==> config.mk <==
export PLATFORM = sky130hd
export DESIGN_NAME = gpio_irq_device
export DESIGN_NICKNAME = d
export VERILOG_FILES = /design/src/rtl/gpio_irq_device.sv
export SDC_FILE = /design/constraint.sdc
export NUM_CORES = 1
export LEC_CHECK = 0
export ABC_AREA = 1
export ABC_CLOCK_PERIOD_IN_PS = 4720
export BUFFER_PORTS_ARGS = -buffer_cell sky130_fd_sc_hd__buf_2
export CAP_MARGIN = 20
export CORE_MARGIN = 2
export CORE_UTILIZATION = 45
export CTS_CLUSTER_DIAMETER = 50
export DETAILED_ROUTE_END_ITERATION = 12
export PLACE_DENSITY = 0.67
export REMOVE_ABC_BUFFERS = 1
export SLEW_MARGIN = 30
export SYNTH_ARGS = -nofsm -noshare
export SYNTH_HDL_FRONTEND = slang
export SYNTH_SLANG_ARGS = --single-unit
==> constraint.sdc <==
create_clock -name clk -period 4.72 [get_ports clk]
set_clock_uncertainty 0.15 [all_clocks]
set_input_delay 0.236 -clock clk [delete_from_list [all_inputs] [get_ports clk]]
set_output_delay 0.236 -clock clk [all_outputs]
set_load 0.03 [all_outputs]
==> src/rtl/gpio_irq_device.sv <==
// gpio_irq_device
//   GPIO peripheral behind the peripheral bus decoder. Per-pin output enable
//   and output value registers, a synchronised input register, atomic
//   set/clear/toggle of the output register, and per-pin rising/falling edge
//   interrupts collected in a write-1-to-clear status register whose OR
//   drives a single irq line.
//
// Ports
//   clk, rst                   clock, asynchronous active-high reset
//   peripheralEnable           bus cycle targets peripheral space
//   peripheralBus_we/_oe       write / read strobes
//   peripheralBus_busy         always 0
//   peripheralBus_address      [15:12] device ID, [11:0] local byte address
//   peripheralBus_byteSelect   byte lane enables for writes
//   peripheralBus_dataRead     read data (all ones when not driving)
//   peripheralBus_dataWrite    write data
//   requestOutput              this device drives dataRead this cycle
//   gpio_input                 asynchronous pad inputs
//   gpio_output, gpio_oe       pad output values / output enables (1 = drive)
//   irq                        OR of the interrupt status bits
//
// Bus handshake: the bus has no wait states. A write is accepted when the
// device is selected and peripheralBus_we is high, and lands on the next clk
// edge. A read is answered combinationally in the same cycle; requestOutput
// is high exactly when the device is selected, peripheralBus_oe is high and
// the local address is mapped.
module gpio_irq_device #(
  parameter logic [3:0]          ID          = 4'h0,
  parameter int                  IO_COUNT    = 16,
  parameter int                  SYNC_STAGES = 2,
  parameter logic [IO_COUNT-1:0] OE_DEFAULT  = '1
) (
  input  logic                clk,
  input  logic                rst,
  input  logic                peripheralEnable,
  input  logic                peripheralBus_we,
  input  logic                peripheralBus_oe,
  output logic                peripheralBus_busy,
  input  logic [15:0]         peripheralBus_address,
  input  logic [3:0]          peripheralBus_byteSelect,
  output logic [31:0]         peripheralBus_dataRead,
  input  logic [31:0]         peripheralBus_dataWrite,
  output logic                requestOutput,
  input  logic [IO_COUNT-1:0] gpio_input,
  output logic [IO_COUNT-1:0] gpio_output,
  output logic [IO_COUNT-1:0] gpio_oe,
  output logic                irq
);

  localparam logic [11:0] A_OE      = 12'h000;
  localparam logic [11:0] A_OUT     = 12'h004;
  localparam logic [11:0] A_IN      = 12'h008;
  localparam logic [11:0] A_OUT_SET = 12'h00C;
  localparam logic [11:0] A_OUT_CLR = 12'h010;
  localparam logic [11:0] A_OUT_TGL = 12'h014;
  localparam logic [11:0] A_RISE_EN = 12'h018;
  localparam logic [11:0] A_FALL_EN = 12'h01C;
  localparam logic [11:0] A_STATUS  = 12'h020;

  // Priming covers the time for the synchroniser and the prev register to
  // fill with real pad values after reset.
  localparam logic [2:0] PRIME_DONE = 3'(SYNC_STAGES + 1);

  // Bus decode
  logic        sel;
  logic        wr_en;
  logic        rd_en;
  logic [11:0] loc;
  logic [31:0] lane_mask32;
  logic [31:0] wbits32;
  logic [IO_COUNT-1:0] lane_mask;
  logic [IO_COUNT-1:0] wbits;

  assign sel   = peripheralEnable && (peripheralBus_address[15:12] == ID);
  assign wr_en = sel && peripheralBus_we;
  assign rd_en = sel && peripheralBus_oe;
  assign loc   = peripheralBus_address[11:0];

  assign lane_mask32 = {{8{peripheralBus_byteSelect[3]}}, {8{peripheralBus_byteSelect[2]}},
                        {8{peripheralBus_byteSelect[1]}}, {8{peripheralBus_byteSelect[0]}}};
  assign wbits32     = peripheralBus_dataWrite & lane_mask32;
  assign lane_mask   = lane_mask32[IO_COUNT-1:0];
  assign wbits       = wbits32[IO_COUNT-1:0];

  // Bits above IO_COUNT carry no storage; fold them away explicitly.
  logic unused_bits;
  assign unused_bits = ^{lane_mask32, wbits32};

  // State
  logic [IO_COUNT-1:0] oe_q, oe_d;
  logic [IO_COUNT-1:0] out_q, out_d;
  logic [IO_COUNT-1:0] rise_en_q, rise_en_d;
  logic [IO_COUNT-1:0] fall_en_q, fall_en_d;
  logic [IO_COUNT-1:0] status_q, status_d;
  logic [IO_COUNT-1:0] sync_q [SYNC_STAGES];
  logic [IO_COUNT-1:0] prev_q;
  logic [2:0]          prime_cnt_q, prime_cnt_d;

  // Edge detection
  logic [IO_COUNT-1:0] sync_val;
  logic [IO_COUNT-1:0] rise;
  logic [IO_COUNT-1:0] fall;
  logic [IO_COUNT-1:0] set_evt;
  logic [IO_COUNT-1:0] w1c;
  logic                primed;

  assign sync_val = sync_q[SYNC_STAGES-1];
  assign rise     = sync_val & ~prev_q;
  assign fall     = ~sync_val & prev_q;
  assign primed   = (prime_cnt_q == PRIME_DONE);
  assign set_evt  = primed ? ((rise & rise_en_q) | (fall & fall_en_q)) : '0;

  always_comb begin
    oe_d        = oe_q;
    out_d       = out_q;
    rise_en_d   = rise_en_q;
    fall_en_d   = fall_en_q;
    w1c         = '0;
    prime_cnt_d = primed ? prime_cnt_q : prime_cnt_q + 3'd1;
    if (wr_en) begin
      unique case (loc)
        A_OE:      oe_d      = (oe_q & ~lane_mask) | wbits;
        A_OUT:     out_d     = (out_q & ~lane_mask) | wbits;
        A_OUT_SET: out_d     = out_q | wbits;
        A_OUT_CLR: out_d     = out_q & ~wbits;
        A_OUT_TGL: out_d     = out_q ^ wbits;
        A_RISE_EN: rise_en_d = (rise_en_q & ~lane_mask) | wbits;
        A_FALL_EN: fall_en_d = (fall_en_q & ~lane_mask) | wbits;
        A_STATUS:  w1c       = wbits;
        default:   ;
      endcase
    end
    // A new event is ORed in after the clear, so it survives a same-cycle W1C.
    status_d = (status_q & ~w1c) | set_evt;
  end

  always_ff @(posedge clk or posedge rst) begin
    if (rst) begin
      oe_q        <= OE_DEFAULT;
      out_q       <= '0;
      rise_en_q   <= '0;
      fall_en_q   <= '0;
      status_q    <= '0;
      prev_q      <= '0;
      prime_cnt_q <= '0;
      for (int i = 0; i < SYNC_STAGES; i++) sync_q[i] <= '0;
    end else begin
      oe_q        <= oe_d;
      out_q       <= out_d;
      rise_en_q   <= rise_en_d;
      fall_en_q   <= fall_en_d;
      status_q    <= status_d;
      prev_q      <= sync_val;
      prime_cnt_q <= prime_cnt_d;
      sync_q[0]   <= gpio_input;
      for (int i = 1; i < SYNC_STAGES; i++) sync_q[i] <= sync_q[i-1];
    end
  end

  // Read mux
  logic [IO_COUNT-1:0] rd_val;
  logic                rd_mapped;

  always_comb begin
    rd_val    = '0;
    rd_mapped = 1'b1;
    unique case (loc)
      A_OE:      rd_val = oe_q;
      A_OUT:     rd_val = out_q;
      A_IN:      rd_val = sync_val;
      A_OUT_SET,
      A_OUT_CLR,
      A_OUT_TGL: rd_val = '0;
      A_RISE_EN: rd_val = rise_en_q;
      A_FALL_EN: rd_val = fall_en_q;
      A_STATUS:  rd_val = status_q;
      default:   rd_mapped = 1'b0;
    endcase
  end

  assign requestOutput          = rd_en && rd_mapped;
  assign peripheralBus_dataRead = requestOutput ? 32'(rd_val) : '1;
  assign peripheralBus_busy     = 1'b0;

  assign gpio_output = out_q;
  assign gpio_oe     = oe_q;
  assign irq         = |status_q;

endmodule

# [Word-level counts from Yosys, hierarchy flattened]
# Index checks and enable logic that the tools add are counted.
[word_totals] reg_bits=131 input_bits=73 out_inout_bits=67
[op_classes] addsub=1 n_eq_ne=9 muxes=7 bitwise=24 reduce_logical=13
[op_table] operator="16-bit AND" count=11
[op_table] operator="16-bit OR" count=7
[op_table] operator="16-bit one-hot mux with 6 select lines" count=1
[op_table] operator="16-bit inverter" count=5
[op_table] operator="16-bit one-hot mux with 4 select lines" count=1
[op_table] operator="12-bit by 5-bit equality test with 1-bit output, second input constant" count=4
[op_table] operator="16-bit 2-to-1 mux" count=3
[op_table] operator="32-bit 2-to-1 mux" count=1
[op_table] operator="12-bit by 4-bit equality test with 1-bit output, second input constant" count=2
[op_table] operator="16-bit OR reduction" count=1
[op_table] operator="16-bit bitwise XOR" count=1
[op_table] operator="12-bit by 3-bit equality test with 1-bit output, second input constant" count=1
[op_table] operator="12-bit by 6-bit equality test with 1-bit output, second input constant" count=1
[op_table] operator="12-bit zero test" count=1
[op_table] operator="9-bit OR reduction" count=1
[op_table] operator="2-bit AND reduction" count=4
[op_table] operator="1-bit logical AND" count=4
[op_table] operator="4-bit zero test" count=1
[op_table] operator="4-bit nonzero test" count=1
[op_table] operator="3-bit by 1-bit adder with 3-bit output, second input constant" count=1
[op_table] operator="3-bit by 2-bit equality test with 1-bit output, second input constant" count=1
[op_table] operator="1-bit 2-to-1 mux" count=1

# [Longest topological paths before layout]
# Gate-level depths: netlist of the first run.
[logic_depth] word_depth=7 mapped_depth=12 depth_no_buf=11

# [Least setup slack after synthesis of the first run]
# OpenSTA, ideal clock, no wires.
[synth_path] kind="input to output" startpoint="input peripheralBus_address[11]" endpoint="output requestOutput" arrival_ns=1.815 required_ns=4.334 path_slack_ns=2.519 stages=9 path_cell_list="nor2_1 > nand2_2 > nor2_4 > nand2_2 > nand3_1 > nor2_1 > nand2_2 > nand2_1 > inv_1"
[synth_via] elab_chain_len=4 elab_cells_between_ends=12
[synth_lines] item="start: declaration" line_no="39" source="input logic [15:0] peripheralBus_address,"
[synth_lines] item="12-bit by 6-bit equality test with 1-bit output, or another cell as far along" line_no="167" source="unique case (loc)"
[synth_lines] item="9-bit OR reduction (no line) *"
[synth_lines] item="1-bit 2-to-1 mux *" line_no="167"
[synth_lines] item="1-bit logical AND *" line_no="181" source="assign requestOutput = rd_en && rd_mapped;"
[synth_lines] item="end: declaration" line_no="43" source="output logic requestOutput,"
# Every way passes the cells marked *; elsewhere a longest branch is shown, timed or not.

# [Worst setup path in the final report of the first run]
# Same ends and word-level chain as after synthesis.

==> results of run 1 <==
## logic make-up after synthesis
| kind of cell | after synthesis | synth area share [%] |
|---|---|---|
| DFF | 131 | 45.86 |
| and+or+nand+nor | 458 | 29.24 |
| buffers and inverters | 174 | 10.58 |
| other | 1 | 0.05214 |
| muxes | 1 | 0.1566 |
| adders and majority gates | 18 | 3.132 |
| AOI/OAI and AO/OA | 141 | 10.86 |
| xor gates and xnor gates | 1 | 0.1218 |
## worst max-delay path: stages
cell and delay [ns]:
buf_2 0.09, nor2_1 0.12, nand2_2 0.16, nor2_4 0.41, nand2_2 0.41, nand3_1 0.21
nor2_1 0.06, nand2_2 0.28, nand2_1 0.33, inv_1 0.12, buf_2 0.20
## power breakdown
part / total, mW / internal [mW] / switching [mW]
clock: 1.48 / 0.946 / 0.538
sequential: 1.16 / 1.14 / 0.0140
combinational: 0.138 / 0.0446 / 0.0938
## path summary, 6_finish.rpt
path	from	to	slack, ns	cells past startpoint
max	peripheralBus_address[11]	requestOutput	1.68	11
max in group asynchronous	rst	async pin	3.03	4
min reg2reg	sync_q[28]	sync_val[12]	0.20	0
min in group asynchronous	rst	sync_q[18]	0.34	3
max reg2reg	prime_cnt_q[0]	prime_cnt_q[1]	2.75	3
min	peripheralBus_dataWrite[4]	register	0.05	3
## through the flow
stage | utilization [%] | TNS [ns] | setup WS, ns
2_1_floorplan | - | -2.502 | -1.044
3_3_place_gp | 49.50 | 0 | 1.749
3_5_place_dp | 49.53 | 0 | 1.677
4_1_cts | 54.88 | 0 | 1.673
5_1_grt | 54.88 | 0 | 1.407
6_report | 54.88 | 0 | 1.680
## cells in the final DEF, fill, tap and decap left out, types with 3 or more instances in the layout
cell type and count:
nand3_1 136, bufinv_16 5, dfstp_2 16, o31ai_1 14
nor2_1 43, buf_4 8, ha_1 18, o22ai_1 32
inv_6 5, nand4_1 3, nor2_2 4, a21oi_1 16
o21ai_1 42, nand2_4 3, nor2_4 8, nor4_1 4
nor3_1 19, buf_2 120, nand2_2 8, dlygate4sd3_1 19
inv_1 108, nand2_1 223, o21ai_0 37, clkbuf_16 17
dfrtp_1 115, inv_2 7
## cell type report
cell class | instances | area, um^2 | area share, %
clock buffers | 18 | 429.2 | 4.959
clock inverters | 14 | 224.0 | 2.588
repair buffers | 147 | 850.8 | 9.831
well taps | 216 | 270.3 | 3.123
flip-flops and latches | 131 | 3298 | 38.11
multi-input cells | 620 | 3138 | 36.26
inverters | 117 | 444.2 | 5.132
## repair_timing
| action | CTS | global route |
|---|---|---|
| hold endpoints to repair | 69 | 0 |
| gates resized for setup | 0 | 0 |
| hold buffers | 19 | 0 |
## per-layer routing
layer	global-route usage [%]	wire, um	up-vias
li1	-	-	3248
met1	34.58	9106	3207
met2	41.82	9908	296
met3	4.560	1490	38
met4	10.45	568	0
met5	0	0	-
==> key figures, run 1 <==
Layout
  – Fin nets: 1125
  – Layout cells sized above 1: 20.44%
  – Final Non-Filler Cells: 1263
  – Ant. Diodes: 0
  – Filler cells: ~1.5k
  – Layout area overhead: 20.34%
  – Final instance area: approximately 8700 um^2

Floorplan
  – Initial Util: 45.60%
  – Full die area: 17010 um^2
  – Row cnt: 46
  – Num ports: 140
  – Die height: about 130 um
  – Die W: about 130 um
  – Placeable Area: 15770 um^2

Global route
  – Largest net degree at the start of global routing: slightly below 60
  – Vias in the first global route: 6451
  – Total congestion overflow: 0
  – Total track usage: 25.78%
  – Global-route wire length before repair: 33.47 mm
  – Initial antenna violation count: 0

CTS
  – Sink Count: roughly 130
  – Post-CTS setup buffers: 0
  – CTS tree: done
  – Root buf cell: clkbuf_16
  – CTS H-tree depth: 4
  – Total CTS buffers: 17
  – Skew-Pair Late Insertion Delay: 0.43 ns
  – Clock transition at path regs: 0.06 ns
  – CTS Buffer Depth: 2

STA
  – Normalized max-slew margin: 37.06%
  – Fmax achieved: approximately 330 MHz
  – Final Hold Slack: between 0.05 and 0.06 ns
  – Setup violators final: 0
  – RSZ-0062 raised after global routing: false
  – Max Slew Vio Count: 0
  – Period minus WS final: 3.040 ns
  – Final worst-path cycle share: 64.40%
  – Fin. Hold Viols: 0
  – Worst-Margin Slew: between 0.9 and 1 ns

Yosys
  – Yosys reg bits: between 100 and 150
  – Area share of the largest cell type after synthesis: 40.01%
  – List of most frequent post-synthesis cells: nand2_1 (224), nand3_1 (136), dfrtp_1 (115), inv_1 (109), nor2_1 (44)
  – Synthesis warning total: 0
  – Syn avg cell area: about 8 um^2
  – Syn Inst Count: 925
  – Post-synth ARST share: 100.0%
  – Seq/Total Area, Yosys: 45.86%
  – Post-synth EDFFs: 0
  – Area leader, netlist: dfrtp_1
  – Count leader, synth: nand2_1
  – Synth Flop Type: dfrtp_1
  – Synth cell types: 34
  – Post-Syn Area: 7192 um^2
  – Area contributors post-synth: dfrtp_1 (40%), nand2_1 (12%), nand3_1 (9.5%), dfstp_2 (5.8%), inv_1 (5.7%)

Route
  – Post-route antenna net violation count: 0
  – Initial drt markers: 630
  – Avg Vias per Cell: 5.375
  – DR WL/cell: 16.69 um
  – Post-Route WL: roughly 21 mm
  – Vias post-DR: 6789
  – DRC errors left: 0
  – Router iterations before antenna repair: 6

Power
  – Max VDD drop: 277.3 uV
  – Pwr/cell area: 321.4 nW/um^2
  – Leak Pwr: 4.336 nW
  – Final total power: 2.782 mW

Outcome
  – Outcome: completed

Setup path
  – Max Fanout on Critical Path: 18
  – Worst setup EP type: primary output
  – Worst Path Required: 4.33 ns
  – Crit path DAT: 2.65 ns
  – Startpoint class of the critical path: input port
  – Critical Setup Path Class: in2out

Placement
  – Post-DP HPWL: 13.67 mm
  – Port bufs: 120
  – Gp weighted congestion: approximately 0.86
  – Placed Cells: 1212
  – Post-DP Area: 7811 um^2

Job
  – # Max-Cap Violations: 0

Min path
  – Worst hold path class: in2reg
(Power assumes the default switching activity.)
==> run 2, diff against run 1 <==
ABC_AREA = 0   (was 1)
ABC_CLOCK_PERIOD_IN_PS = 3100   (was 4720)
PLACE_DENSITY = 0.68   (was 0.67)
clock period = 3.1 ns   (was 4.72 ns; I/O delays follow)
==> run 2 against run 1 <==
Die area shrank 8.3%. Non-clock buffer count grew 21. Setup slack got worse by 1.2 ns. Critical endpoint is now peripheralBus_dataRead[7]. Via count down 21%. Utilization increased by 2.5 points. Hold slack improved by 0.017 ns. First-iteration DRC count is 16% lower. Power grew 54%. Global-route usage is 1.8 points lower. Critical path depth down 4.
==> key figures, run 2 <==
Global route
  – Largest net degree at the start of global routing: 63 (was 59)
  – Global-route wire length before repair: 29.35 mm (was 33.47 mm)
  – Vias in the first global route: 5403 (was 6451)
  – Total track usage: 23.99% (was 25.78%)
  – Initial antenna violation count: 0 (unchanged)
  – Total congestion overflow: 0 (unchanged)

Layout
  – Filler cells: 1161 (was 1500)
  – Final Non-Filler Cells: 915 (was 1263)
  – Layout cells sized above 1: 36.66% (was 20.44%)
  – FF/Latch Area: 3298 um^2 (unchanged)
  – Util after Layout: 57.36% (was 54.88%)
  – Most common cell after layout, fill and taps aside: buf_2 (was nand2_1)
  – Fin nets: 809 (was 1125)
  – Layout area overhead: 25.79% (was 20.34%)
  – Ant. Diodes: 0 (unchanged)
  – Commonest non-fill, non-tap cells in the layout: buf_2 (120), dfrtp_1 (115), mux2_2 (66) (was nand2_1 (223), nand3_1 (136), buf_2 (120))
  – Area of the multi-input gates: 2942 um^2 (was 3138 um^2)

Power
  – Clk pwr share: 52.5% (was 53.4%)
  – Leak Pwr: 3.837 nW (was 4.336 nW)
  – Pint: 3.345 mW (was 2.136 mW)
  – Comb pwr share: 6.3% (was 5.0%)
  – Part of the power in registers: 41.2% (was 41.7%)
  – Pwr/cell area: 518.0 nW/um^2 (was 321.4 nW/um^2)
  – Max VDD drop: 365.5 uV (was 277.3 uV)
  – Sw Ratio: 21.96% (was 23.23%)
  – Switch Pwr: 0.9412 mW (was 0.6462 mW)

Yosys
  – Synth cell types: 45 (was 34)
  – Area contributors post-synth: dfrtp_1 (44%), mux2_2 (11%), dfstp_2 (6.4%), mux2i_1 (4.9%), a22o_1 (3.5%) (was dfrtp_1 (40%), nand2_1 (12%), nand3_1 (9.5%), dfstp_2 (5.8%), inv_1 (5.7%))
  – Post-Synth Adder-Cell Area: 3.424% (was 3.132%)
  – Post-synth EDFFs: 0 (unchanged)
  – List of most frequent post-synthesis cells: dfrtp_1 (115), mux2_2 (66), nand2_1 (41), o21ai_0 (36), mux2i_1 (32) (was nand2_1 (224), nand3_1 (136), dfrtp_1 (115), inv_1 (109), nor2_1 (44))
  – Synthesis warning total: 0 (unchanged)
  – Syn avg cell area: 11.38 um^2 (was 7.775 um^2)
  – Post-synthesis simple-gate area fraction: 12.50% (was 29.24%)
  – Post-synth ARST share: 100.0% (unchanged)
  – Area share of the largest cell type after synthesis: 43.75% (was 40.01%)
  – Mux cell area share after synthesis: 16.17% (was 0.1566%)
  – Synth Flop Type: dfrtp_1 (unchanged)
  – Seq/Total Area, Yosys: 50.14% (was 45.86%)
  – Post-Syn Area: 6578 um^2 (was 7192 um^2)
  – Syn Inst Count: 578 (was 925)
  – Yosys reg bits: 131 (unchanged)
  – Largest family of logic cells by synthesized area: multiplexers (was simple AND/OR/NAND/NOR gates)
  – Post-Synth XOR/XNOR Area: 0.1332% (was 0.1218%)
  – Compound-Gate Fraction of Synth Area: 12.44% (was 10.86%)
  – Area leader, netlist: dfrtp_1 (unchanged)
  – Count leader, synth: dfrtp_1 (was nand2_1)

Setup path
  – Startpoint class of the critical path: input port (unchanged)
  – Crit path top cell by count: buf_2 (was nand2_2)
  – Crit path DAT: 2.36 ns (was 2.65 ns)
  – FF-to-FF setup slack: 1.54 ns (was 2.75 ns)
  – Worst setup EP type: primary output (unchanged)
  – Cell family with most CP delay: simple AND/OR/NAND/NOR gates (unchanged)
  – Crit-path cells: buf_2 -> or4_4 -> nor4_1 -> o2111a_1 -> buf_4 -> o311ai_0 -> buf_2 (was buf_2 -> nor2_1 -> nand2_2 -> nor2_4 -> nand2_2 -> nand3_1 -> nor2_1 -> nand2_2 -> nand2_1 -> inv_1 -> buf_2)
  – CP max stage cell: or4_4 (was nor2_4)
  – Critical Setup Path Class: in2out (unchanged)
  – Max Fanout on Critical Path: 12 (was 18)
  – Buf/Inv on CP: 3 (unchanged)
  – Worst Path Required: 2.79 ns (was 4.33 ns)
  – Critical Path Max Stage Delay: 0.59 ns (was 0.41 ns)

Placement
  – Port bufs: 120 (unchanged)
  – Gp weighted congestion: 0.8926 (was 0.8630)
  – Placed Cells: 850 (was 1212)
  – Post-DP HPWL: 12.64 mm (was 13.67 mm)

CTS
  – CTS tree: done (unchanged)
  – Sink Count: 131 (unchanged)
  – Cts repair resizes: 0 (unchanged)
  – Skew-Pair Late Insertion Delay: 0.42 ns (was 0.43 ns)
  – Total CTS buffers: 17 (unchanged)
  – CTS Buffer Depth: 2 (unchanged)
  – Root buf cell: clkbuf_16 (unchanged)
  – Clock transition at path regs: 0.06 ns (about the same)
  – CTS H-tree depth: 4 (unchanged)

Route
  – Initial drt markers: 529 (was 630)
  – Avg Vias per Cell: 5.871 (was 5.375)
  – Vias post-DR: 5372 (was 6789)
  – Router iterations before antenna repair: 5 (was 6)
  – DR WL/cell: 20.31 um (was 16.69 um)
  – DRC errors left: 0 (unchanged)
  – Post-route antenna net violation count: 0 (unchanged)
  – Post-Route WL: 18.59 mm (was 21.07 mm)

STA
  – Normalized max-slew margin: 48.76% (was 37.06%)
  – Setup violators final: 0 (unchanged)
  – RSZ-0062 raised after global routing: false (unchanged)
  – Period minus WS final: approximately 2.7 ns
  – Worst-Margin Slew: 0.7658 ns (was 0.9441 ns)
  – Final worst-path cycle share: 86.08%
  – Fmax achieved: ~370 MHz
  – Fin. Hold Viols: 0 (unchanged)
  – Max Slew Vio Count: 0 (unchanged)

Floorplan
  – Full die area: 15600 um^2 (was 17010 um^2)
  – Row cnt: 44 (was 46)
  – Num ports: 140 (unchanged)
  – Die height: 124.9 um (was 130.4 um)
  – Die W: 124.9 um (was 130.4 um)
  – Initial Util: 45.60% (about the same)
  – Placeable Area: 14420 um^2 (was 15770 um^2)

Job
  – # Max-Cap Violations: 0 (unchanged)

Min path
  – Worst hold path class: in2reg (unchanged)

Outcome
  – Outcome: completed (unchanged)
-- run 2: changes by cell type after synthesis, moves of 18 or more --
| cell | previous run | this run |
|---|---|---|
| nand2_1 | 224 | 41 |
| nand3_1 | 136 | 9 |
| inv_1 | 109 | 21 |
| mux2_2 | 1 | 66 |
| mux2i_1 | 0 | 32 |
| o22ai_1 | 32 | 0 |
| nor2_1 | 44 | 15 |
| a22o_1 | 0 | 26 |
| o21ai_1 | 42 | 20 |
| buf_2 | 24 | 6 |
| nand3b_1 | 0 | 18 |
| nor3_1 | 19 | 1 |
-- run 2: layer usage --
metal / global-route usage, % / part of all wire (%)
met3: 4.381 / 7.1
met1: 33.89 / 44
met5: 0 / 0
met2: 37.25 / 47
met4: 8.889 / 1.9
-- run 2: timing repair --
action | in CTS | in global routing
hold endpoints to repair | 122 | 0
hold buffers | 33 | 0
setup buffers | 0 | 0
-- run 2: worst register-to-register path: cells and delay by family (launching register included) --
kind / cells / cell delay [ns]
flops: 1 / 0.40
compound gates: 1 / 0.25
buf+inv: 1 / 0.22
fa+ha+maj: 2 / 0.42
-- run 2: cell type report --
type                       count  area share [%]
sequential                   131           39.86
multi-input combinational    379           35.55
timing repair buffer         168           12.76
clock buffer                  20           5.640
tap                          184           2.782
clock inverter                12           2.419
inverter                      21          0.9829
-- run 2: cells by family (layout without fill, tap and decap cells) --
| family | Yosys count | in the layout |
|---|---|---|
| XOR/XNOR | 1 | 1 |
| AND/OR/NAND/NOR | 138 | 138 |
| multiplexers | 98 | 98 |
| flip-flops | 131 | 131 |
| buffers and inverters | 68 | 221 |
| adder cells (fa/ha/maj) | 18 | 18 |
| AO/OA/AOI/OAI | 123 | 123 |
| other | 1 | 1 |
-- run 2: final timing paths --
check,end,from,depth (start not counted)
max,peripheralBus_dataRead[7],peripheralBus_address[13],7
min,status_q[4],peripheralBus_byteSelect[0],3
max reg2reg,status_q[8],prime_cnt_q[0],4
min reg2reg,sync_val[13],sync_q[29],0
max in group asynchronous,async pin,rst,4
min in group asynchronous,async pin,rst,3
-- run 2: power groups by stage --
stage,combinational [mW],sequential [mW],clock (mW)
floorplan,0.109,1.79,0
global placement,0.225,1.79,0
detailed placement,0.234,1.79,0
CTS,0.267,1.76,2.27
global route,0.291,1.77,2.37
finish,0.269,1.76,2.25
-- run 2: stage by stage --
step	worst slack, ns	hold slack, ns	power [mW]	cell area [um^2]	setup TNS [ns]
final	0.4314	0.06918	4.286	8274	0
after global routing	0.3210	0.07291	4.426	8274	0
after CTS	0.4297	0.05384	4.302	8274	0
after detailed placement	0.4403	0.1143	2.028	7277	0
after global placement	0.5061	0.1127	2.016	7277	0
after floorplan	-0.8040	0.03643	1.895	6319	-90.63
==> run 3, diff against run 2 <==
ABC_AREA = 1   (was 0)
PLACE_DENSITY = 0.67   (was 0.68)
==> run 3 against run 2 <==
Via count rose by 28%. Fmax rose by 1.3%. Routed wire length grew 15%. Clock power down 12%. Setup slack better by 0.035 ns. Utilization down 2.0 points. Sequential share of layout area down 2.1 points. Global-route usage up 1.8 points. Register-to-register slack got worse by 0.26 ns. Combinational power fell by 19%. Die area grew 9.0%. Critical path type unchanged. Highest routed layer unchanged.
==> key figures, run 3 (same netlist as run 1, synthesis figures left out) <==
Job
  – # Max-Cap Violations: 0 (unchanged)

Setup path
  – Worst setup EP type: primary output (unchanged)
  – Worst setup path startpoint: peripheralBus_address[4] (was peripheralBus_address[13])
  – Startpoint class of the critical path: input port (unchanged)
  – Reg2Reg Depth: 5 (was 4)
  – Worst Path Required: 2.79 ns (about the same)
  – Max Fanout on Critical Path: 17 (was 12)
  – Reg2reg start: prime_cnt_q[0] (unchanged)
  – Crit path DAT: 2.33 ns (was 2.36 ns)
  – R2r endpoint: status_q[2] (was status_q[8])
  – Worst Setup EP: requestOutput (was peripheralBus_dataRead[7])
  – Critical Setup Path Class: in2out (unchanged)
  – FF-to-FF setup slack: 1.28 ns (was 1.54 ns)

Floorplan
  – Num ports: 140 (unchanged)
  – Full die area: 17010 um^2 (was 15600 um^2)
  – Die height: 130.4 um (was 124.9 um)
  – Initial Util: 45.60% (about the same)
  – Die W: 130.4 um (was 124.9 um)
  – Placeable Area: 15770 um^2 (was 14420 um^2)
  – Row cnt: 46 (was 44)

Layout
  – Filler cells: 1494 (was 1161)
  – Final instance area: 8730 um^2 (was 8274 um^2)
  – Commonest non-fill, non-tap cells in the layout: nand2_1 (224), nand3_1 (136), buf_2 (120) (was buf_2 (120), dfrtp_1 (115), mux2_2 (66))
  – Layout area overhead: 21.38% (was 25.79%)
  – Most common cell after layout, fill and taps aside: nand2_1 (was buf_2)
  – Util after Layout: 55.36% (was 57.36%)
  – Area of the multi-input gates: 3133 um^2 (was 2942 um^2)
  – Fin nets: 1141 (was 809)
  – Layout cells sized above 1: 20.88% (was 36.66%)
  – FF/Latch Area: 3298 um^2 (unchanged)
  – Ant. Diodes: 0 (unchanged)

Global route
  – Total track usage: 25.75% (was 23.99%)
  – Vias in the first global route: 6464 (was 5403)
  – Global-route wire length before repair: 33.23 mm (was 29.35 mm)
  – Largest net degree at the start of global routing: 94 (was 63)
  – Initial antenna violation count: 0 (unchanged)
  – Total congestion overflow: 0 (unchanged)

Route
  – Vias post-DR: 6859 (was 5372)
  – DRC errors left: 0 (unchanged)
  – Initial drt markers: 606 (was 529)
  – Avg Vias per Cell: 5.363 (was 5.871)
  – Post-Route WL: 21.35 mm (was 18.59 mm)
  – DR WL/cell: 16.69 um (was 20.31 um)
  – Post-route antenna net violation count: 0 (unchanged)
  – Router iterations before antenna repair: 5 (unchanged)

CTS
  – Cts repair resizes: 0 (unchanged)
  – Root buf cell: clkbuf_16 (unchanged)
  – Total CTS buffers: 17 (unchanged)
  – Skew-Pair Late Insertion Delay: 0.43 ns (was 0.42 ns)
  – CTS Buffer Depth: 2 (unchanged)
  – CTS tree: done (unchanged)
  – Post-CTS setup buffers: 0 (unchanged)
  – Clock transition at path regs: 0.06 ns (about the same)
  – Sink Count: 131 (unchanged)
  – CTS H-tree depth: 4 (unchanged)

STA
  – Final worst-path cycle share: 84.96% (was 86.08%)
  – Fin. Hold Viols: 0 (unchanged)
  – Final setup margin: 0.4663 ns (was 0.4314 ns)
  – Period minus WS final: 2.634 ns (was 2.669 ns)
  – Normalized max-slew margin: 58.97% (was 48.76%)
  – Setup violators final: 0 (unchanged)
  – Final Hold Slack: 0.02011 ns (was 0.06918 ns)
  – Fmax achieved: 379.7 MHz (was 374.7 MHz)
  – Max Slew Vio Count: 0 (unchanged)
  – RSZ-0062 raised after global routing: false (unchanged)
  – Worst-Margin Slew: 0.6155 ns (was 0.7658 ns)

Placement
  – Pre-CTS WS: 0.5027 ns (was 0.4403 ns)
  – Port bufs: 120 (unchanged)
  – Gp weighted congestion: 0.8707 (was 0.8926)
  – Post-DP Area: 7886 um^2 (was 7277 um^2)
  – Post-DP HPWL: 14.20 mm (was 12.64 mm)

Power
  – Pwr/cell area: 455.0 nW/um^2 (was 518.0 nW/um^2)
  – Max VDD drop: 417.6 uV (was 365.5 uV)
  – Leak Pwr: 4.373 nW (was 3.837 nW)
  – Final total power: 3.972 mW (was 4.286 mW)

Outcome
  – Outcome: completed (unchanged)

Min path
  – Worst hold path class: in2reg (unchanged)
run 3: worst min path at each step:
stage	start	end	depth (start not counted)
2_1_floorplan	gpio_input[0]	sync_q[16]	0
3_3_place_gp	rst	sync_q[23]	2
3_5_place_dp	rst	sync_q[23]	2
4_1_cts	peripheralBus_dataWrite[5]	register	3
5_1_grt	peripheralBus_dataWrite[12]	register	3
6_report	peripheralBus_dataWrite[12]	register	3
run 3: critical path, stage by stage:
cell,delay (ns)
buf_2,0.11
nor2_2,0.15
nand2_4,0.11
nor2_8,0.28
nand2_2,0.30
nand2_2,0.18
nor2_4,0.07
nand2_2,0.31
nand2_1,0.35
inv_1,0.11
buf_2,0.20
run 3: power breakdown:
group | switching (mW) | total, mW | internal (mW) | leakage, nW
Sequential | 0.0209 | 1.76 | 1.74 | 1.48
Combinational | 0.143 | 0.219 | 0.0762 | 2.62
Clock | 0.841 | 1.99 | 1.15 | 0.274
Total | 1.00 | 3.97 | 2.97 | 4.37
run 3: final cells by class:
cell class	count	share of cell area, %
clock buffers	18	5.031
clock inverters	14	1.648
inverters	117	5.088
multi-input cells	620	35.89
flip-flops and latches	131	37.78
well taps	216	3.096
repair buffers	163	11.47
run 3: per-layer routing:
layer	GRT usage, %	share of wire [%]	wire length, um
met5	0	0	0
met4	10.51	2.1	444
met3	5.497	7.8	1655
met2	41.02	47	9965
met1	34.55	43	9283
run 3: stage by stage:
step	setup TNS [ns]	std cells
after floorplan	-105.05	868
after global placement	0	1221
after CTS	0	1279
after global routing	0	1279
final	0	1279
after detailed placement	0	1221
run 3: what timing repair did:
action	in CTS	in global routing
hold buffers	26	0
endpoints found under the hold margin	65	0
endpoints found under the setup margin	0	0
